--- config.mk ---
export PLATFORM = sky130hd
export DESIGN_NAME = gf_reduce_seq
export DESIGN_NICKNAME = d
export VERILOG_FILES = /design/src/rtl/gf_reduce_seq.sv
export SDC_FILE = /design/constraint.sdc
export NUM_CORES = 1
export LEC_CHECK = 0
export ABC_CLOCK_PERIOD_IN_PS = 7200
export CAP_MARGIN = 10
export CORE_ASPECT_RATIO = 1.5
export CORE_MARGIN = 1
export CORE_UTILIZATION = 28
export DETAILED_ROUTE_END_ITERATION = 8
export GPL_TIMING_DRIVEN = 0
export PLACE_DENSITY_LB_ADDON = 0.08
export SLEW_MARGIN = 15
export SYNTH_ARGS = -nofsm -noshare
export SYNTH_HDL_FRONTEND = slang
export SYNTH_SLANG_ARGS = --single-unit
--- constraint.sdc ---
create_clock -name clk -period 7.2 [get_ports clk]
set_input_delay 1.44 -clock clk [delete_from_list [all_inputs] [get_ports clk]]
set_output_delay 1.44 -clock clk [all_outputs]
set_load 0.005 [all_outputs]
--- src/rtl/gf_reduce_seq.sv ---
// gf_reduce_seq: iterative GF(2^m) modular reducer for a carry-less product.
// Removes one product bit position per clock, from bit 2*DATA_WIDTH-1 down to
// bit m, and returns the m-bit remainder.
// Optional build macro GF_RED_EARLY_EXIT_EN: finish as soon as R[k:m] is all zero.
module gf_reduce_seq #(
    parameter int DATA_WIDTH = 32
) (
    input  logic                          clk,
    input  logic                          rst,
    input  logic                          in_valid,
    output logic                          in_ready,
    input  logic [2*DATA_WIDTH-1:0]       prod_in,
    input  logic [DATA_WIDTH:0]           polyn_red_in,
    input  logic [$clog2(DATA_WIDTH):0]   polyn_grade,
    output logic                          out_valid,
    input  logic                          out_ready,
    output logic [DATA_WIDTH-1:0]         out,
    output logic                          err
);

    localparam int PW = 2 * DATA_WIDTH;
    localparam int KW = $clog2(PW);
    localparam int GW = $clog2(DATA_WIDTH) + 1;

    localparam logic [1:0] S_IDLE = 2'd0;
    localparam logic [1:0] S_RUN  = 2'd1;
    localparam logic [1:0] S_DONE = 2'd2;

    logic [1:0]            state_q, state_d;
    logic [PW-1:0]         r_q, r_d;
    logic [DATA_WIDTH:0]   p_q, p_d;
    logic [GW-1:0]         m_q, m_d;
    logic [KW-1:0]         k_q, k_d;
    logic [DATA_WIDTH-1:0] out_q, out_d;
    logic                  err_q, err_d;

    logic [DATA_WIDTH:0]   poly_mask;
    logic [DATA_WIDTH:0]   poly_lead;
    logic [DATA_WIDTH-1:0] lo_mask;
    logic                  job_bad;
    logic [KW-1:0]         m_k;
    logic [PW-1:0]         p_shift;
    logic [PW-1:0]         r_xor;
    logic                  run_last;
    logic                  done_now;

    // Input qualification: polynomial mask up to x^m, leading-term select, grade check
    always_comb begin
        poly_mask = '0;
        poly_lead = '0;
        for (int i = 0; i <= DATA_WIDTH; i++) begin
            poly_mask[i] = (i <= int'(polyn_grade));
            poly_lead[i] = (i == int'(polyn_grade));
        end
        job_bad = (polyn_grade < GW'(2)) || (polyn_grade > GW'(DATA_WIDTH)) ||
                  !(|(polyn_red_in & poly_lead));
    end

    // Datapath for one reduction step at bit position k
    always_comb begin
        lo_mask = '0;
        for (int i = 0; i < DATA_WIDTH; i++) begin
            lo_mask[i] = (i < int'(m_q));
        end
        m_k      = KW'(m_q);
        p_shift  = {{(DATA_WIDTH-1){1'b0}}, p_q} << (k_q - m_k);
        r_xor    = r_q[k_q] ? (r_q ^ p_shift) : r_q;
        run_last = (k_q == m_k);
`ifdef GF_RED_EARLY_EXIT_EN
        // Bits above k are already cleared, so R >> m == 0 means R[k:m] == 0.
        done_now = run_last || ((r_q >> m_q) == '0);
`else
        done_now = run_last;
`endif
    end

    // Next-state and register-load decisions for IDLE/RUN/DONE
    always_comb begin
        state_d = state_q;
        r_d     = r_q;
        p_d     = p_q;
        m_d     = m_q;
        k_d     = k_q;
        out_d   = out_q;
        err_d   = err_q;
        case (state_q)
            S_IDLE: begin
                if (in_valid) begin
                    r_d = prod_in;
                    m_d = polyn_grade;
                    p_d = polyn_red_in & poly_mask;
                    k_d = '1;
                    if (job_bad) begin
                        state_d = S_DONE;
                        out_d   = '0;
                        err_d   = 1'b1;
                    end else begin
                        state_d = S_RUN;
                    end
                end
            end
            S_RUN: begin
                r_d = r_xor;
                k_d = k_q - 1'b1;
                if (done_now) begin
                    state_d = S_DONE;
                    out_d   = r_xor[DATA_WIDTH-1:0] & lo_mask;
                    err_d   = 1'b0;
                end
            end
            S_DONE: begin
                if (out_ready) begin
                    state_d = S_IDLE;
                end
            end
            default: state_d = S_IDLE;
        endcase
    end

    // State registers; reset aborts any job in flight
    always_ff @(posedge clk or posedge rst) begin
        if (rst) begin
            state_q <= S_IDLE;
            r_q     <= '0;
            p_q     <= '0;
            m_q     <= '0;
            k_q     <= '0;
            out_q   <= '0;
            err_q   <= 1'b0;
        end else begin
            state_q <= state_d;
            r_q     <= r_d;
            p_q     <= p_d;
            m_q     <= m_d;
            k_q     <= k_d;
            out_q   <= out_d;
            err_q   <= err_d;
        end
    end

    assign in_ready  = (state_q == S_IDLE);
    assign out_valid = (state_q == S_DONE);
    assign out       = out_q;
    assign err       = err_q;

endmodule

==> impl_table.tex <==
\begin{tabular}{lr}
\hline
Metric & Value \\
\hline
\multicolumn{2}{l}{\textbf{Layout}} \\
\quad Diodes inserted & 0 \\
\quad Area growth, synth to finish & 22.5\% \\
\quad Most common cell after layout, fill and taps aside & nand2\_1 \\
\quad Commonest cells after routing, fill and taps aside & nand2\_1, dfrtp\_1, clkdlybuf4s50\_1 \\
\quad Fraction of layout cells with a size suffix above 1 & 12.5\% \\
\quad Number of nets in the layout & 1,641 \\
\quad Post-layout instance area & 14,700 um\^{}2 \\
\multicolumn{2}{l}{\textbf{Routing}} \\
\quad Met2 routed wirelength & 33,500 um \\
\quad Met3 Routed Length & 3210 um \\
\quad Max layer used & met4 \\
\quad Via density per instance & 6.12 \\
\quad Antenna Nets Post-Route & 0 \\
\quad Vias after detailed routing & 12.9k \\
\quad WL per Instance & 31.6 um \\
\quad Drt total wl & 66,600 um \\
\quad Drt initial violations & 1,163 \\
\quad 1st-pass router iterations & 7 \\
\quad DRC Markers & 0 \\
\quad Detailed-routing wirelength on met1 & 25,400 um \\
\multicolumn{2}{l}{\textbf{Timing}} \\
\quad Endpoints failing hold & 0 \\
\quad Setup violators final & 0 \\
\quad Final sum of negative setup slack & 0 ps \\
\quad Setup repair after global routing missed its margin & false \\
\quad Slew Viols, Final & 0 \\
\quad Min Hold Slack & 486 ps \\
\quad Max Clk Rate & 0.181 GHz \\
\quad Clock Skews & 16.3 ps \\
\quad Fin crit share & 76.5\% \\
\quad Final critical delay including setup and external delays & 5510 ps \\
\quad Final worst-path setup slack & 1690 ps \\
\quad Worst-Margin Slew & 1230 ps \\
\quad Max-slew headroom & 17.8\% \\
\multicolumn{2}{l}{\textbf{Worst hold path}} \\
\quad Worst Hold Class & reg2reg \\
\multicolumn{2}{l}{\textbf{Place}} \\
\quad Pre-CTS WS & 1290 ps \\
\quad Final weighted congestion of routability-driven global placement & 0.976 \\
\quad HPWL reported at the end of detailed placement & 52,700 um \\
\quad Port bufs & 140 \\
\quad Placed cell area & 14,200 um\^{}2 \\
\multicolumn{2}{l}{\textbf{Logic synthesis}} \\
\quad Multiplexer share of the synthesized area & 16.4\% \\
\quad Number of enable-type register cells in the synthesized netlist & 0 \\
\quad Post-Synthesis Mean Instance Area & 8.79 um\^{}2 \\
\quad Number of library cell types mapped by synthesis & 90 \\
\quad Syn nets & 1,481 \\
\quad Synth Flop Type & dfrtp\_1 \\
\quad Combinational family with the most area after synthesis & compound AO/OA/AOI/OAI gates \\
\quad Proportion of register bits with asynchronous set or reset after synthesis & 100\% \\
\quad Register area share after synthesis & 30.0\% \\
\quad Simple logic cell fraction of the synthesized area & 18.6\% \\
\quad Leading area contributor after synthesis & dfrtp\_1 \\
\quad Share of the synthesized area in compound gates (AO/OA/AOI/OAI) & 25.5\% \\
\quad Mapped Cells & 1,367 \\
\quad Synth Register Bits & 144 \\
\quad Post-synthesis share of cell area spent on xor and xnor gates & 2.91\% \\
\quad Post-synthesis adder-cell area fraction & 0.791\% \\
\quad Cell types occupying the most area after synthesis & dfrtp\_1, mux2i\_1, mux4\_2, nand2\_1, mux2\_2 \\
\quad Count of warnings emitted by yosys & 0 \\
\quad Cell area after synthesis & 12,000 um\^{}2 \\
\quad Share of Yosys cell area claimed by the top area cell type & 30.0\% \\
\multicolumn{2}{l}{\textbf{Status}} \\
\quad Outcome & finished clean \\
\multicolumn{2}{l}{\textbf{CTS}} \\
\quad TritonCTS clock tree & yes \\
\quad CTS root buf & clkbuf\_16 \\
\quad Resized Gates After CTS & 0 \\
\quad CTS Buf Count & 17 \\
\quad Deepest clock path buffer count & 2 \\
\quad Total number of clock tree sinks & 144 \\
\quad Clock transition at the registers of the reported paths & 70 ps \\
\quad Number of hold buffers added after CTS & 0 \\
\quad Worst-Skew Late Latency & 480 ps \\
\quad H-tree Lvls & 4 \\
\quad Setup Fix Bufs, Post-CTS & 0 \\
\multicolumn{2}{l}{\textbf{Setup path}} \\
\quad Required time at the worst-slack endpoint & 7490 ps \\
\quad Critical-path cell list & clkdlybuf4s50\_1, clkbuf\_1, clkbuf\_1, nand3\_1, o32ai\_1, a211oi\_1, nor3\_1, or3\_1, clkbuf\_1, buf\_2, clkbuf\_1, o21ai\_0 \\
\quad Worst path buffer plus inverter count & 6 \\
\quad Path type of the worst setup path & in2reg \\
\quad Most used cell along the critical path & clkbuf\_1 \\
\quad Critical path's largest stage delay & 660 ps \\
\quad Max FO, Critical Path & 10 \\
\quad Crit path capture type & flop \\
\quad Gate family responsible for the most delay along the worst path & buffers and inverters \\
\quad Element type at the critical path start & input port \\
\quad Critical path's slowest cell & clkdlybuf4s50\_1 \\
\quad Arrival time at the worst endpoint & 5800 ps \\
\multicolumn{2}{l}{\textbf{GRT}} \\
\quad Via count of the first global-routing pass & 12.8k \\
\quad Wire length of the first global-routing pass & 94,700 um \\
\quad Number of antenna violations at the first check in global routing & 1 \\
\quad Maximum number of pins on one net before global-route repair & 94 \\
\quad Total global-route track usage & 30.7\% \\
\quad Remaining global-route overflow & 0 \\
\multicolumn{2}{l}{\textbf{Flow run}} \\
\quad Maxcap violations & 0 \\
\multicolumn{2}{l}{\textbf{Die}} \\
\quad Width of the chip & 171 um \\
\quad Starting density of the core & 28.5\% \\
\quad Core area & 42,100 um\^{}2 \\
\quad Row count & 92 \\
\quad Number of placed I/O pins & 142 \\
\quad Die outline height & 256 um \\
\quad Area enclosed by the die boundary & 43,800 um\^{}2 \\
\hline
\end{tabular}
## worst min-delay path, stage by stage, from the launching register on
cell,delay [ps]
dfrtp_1,340
nand2_1,60
nand3_1,60
## cells by family (layout without fill, tap and decap cells)
family          after synthesis  in the layout
xor+xnor                     36             36
fa+ha+maj                     7              7
simple gates                453            453
compound gates              420            420
buf+inv                     154            327
mux                         153            153
flops                       144            144
## flip-flops by register name, indices dropped and copies added (netlist names)
name and count:
state_q 2, out 32, p_q 33, k_q 6, err 1, r_q 64, m_k 6
## synth_stat cells, types with 23 or more instances
cell type and number:
nand4_1 23, nor2_1 41, or3_1 23, mux2_2 55
buf_2 29, nor3_1 43, nand2_1 168, clkbuf_1 68
o21ai_0 93, mux2i_1 68, a21oi_1 46, dfrtp_1 144
inv_1 32, mux4_2 30, o211ai_1 38, nand3_1 77
## layout make-up
type	instances	area, um^2
Fill cell	4451	27400
Multi-Input combinational cell	1069	7710
Sequential cell	144	3600
Timing Repair Buffer	141	1430
Tap cell	564	706
Buffer	121	574
Clock buffer	18	439
Inverter	33	131
Clock inverter	14	120
## routing by layer
metal / up-vias / GRT usage, %
li1: 5603 / -
met3: 154 / 3.71
met4: 0 / 18.5
met2: 604 / 53.7
met1: 6515 / 35.2
met5: - / 0
## path summary, 6_finish.rpt
check	startpoint	to	slack (ps)	depth (start not counted)
setup / recovery	polyn_grade[3]	state_q[1]	1690	12
hold reg to reg	out[18]	out[18]	490	2
hold / removal	out[18]	out[18]	490	2
min in group asynchronous	rst	r_q[37]	1390	2
setup reg to reg	k_q[0]	out[23]	1770	14
max in group asynchronous	rst	p_q[26]	4910	3
## through the flow
stage,utilization (%),cells
floorplan,-,1367
global placement,33.5,2071
detailed placement,33.6,2072
CTS,34.9,2104
global route,34.9,2104
finish,34.9,2104
Power is not shown: default switching activity piles up to over one toggle a cycle in this logic, so the estimate is an artifact.
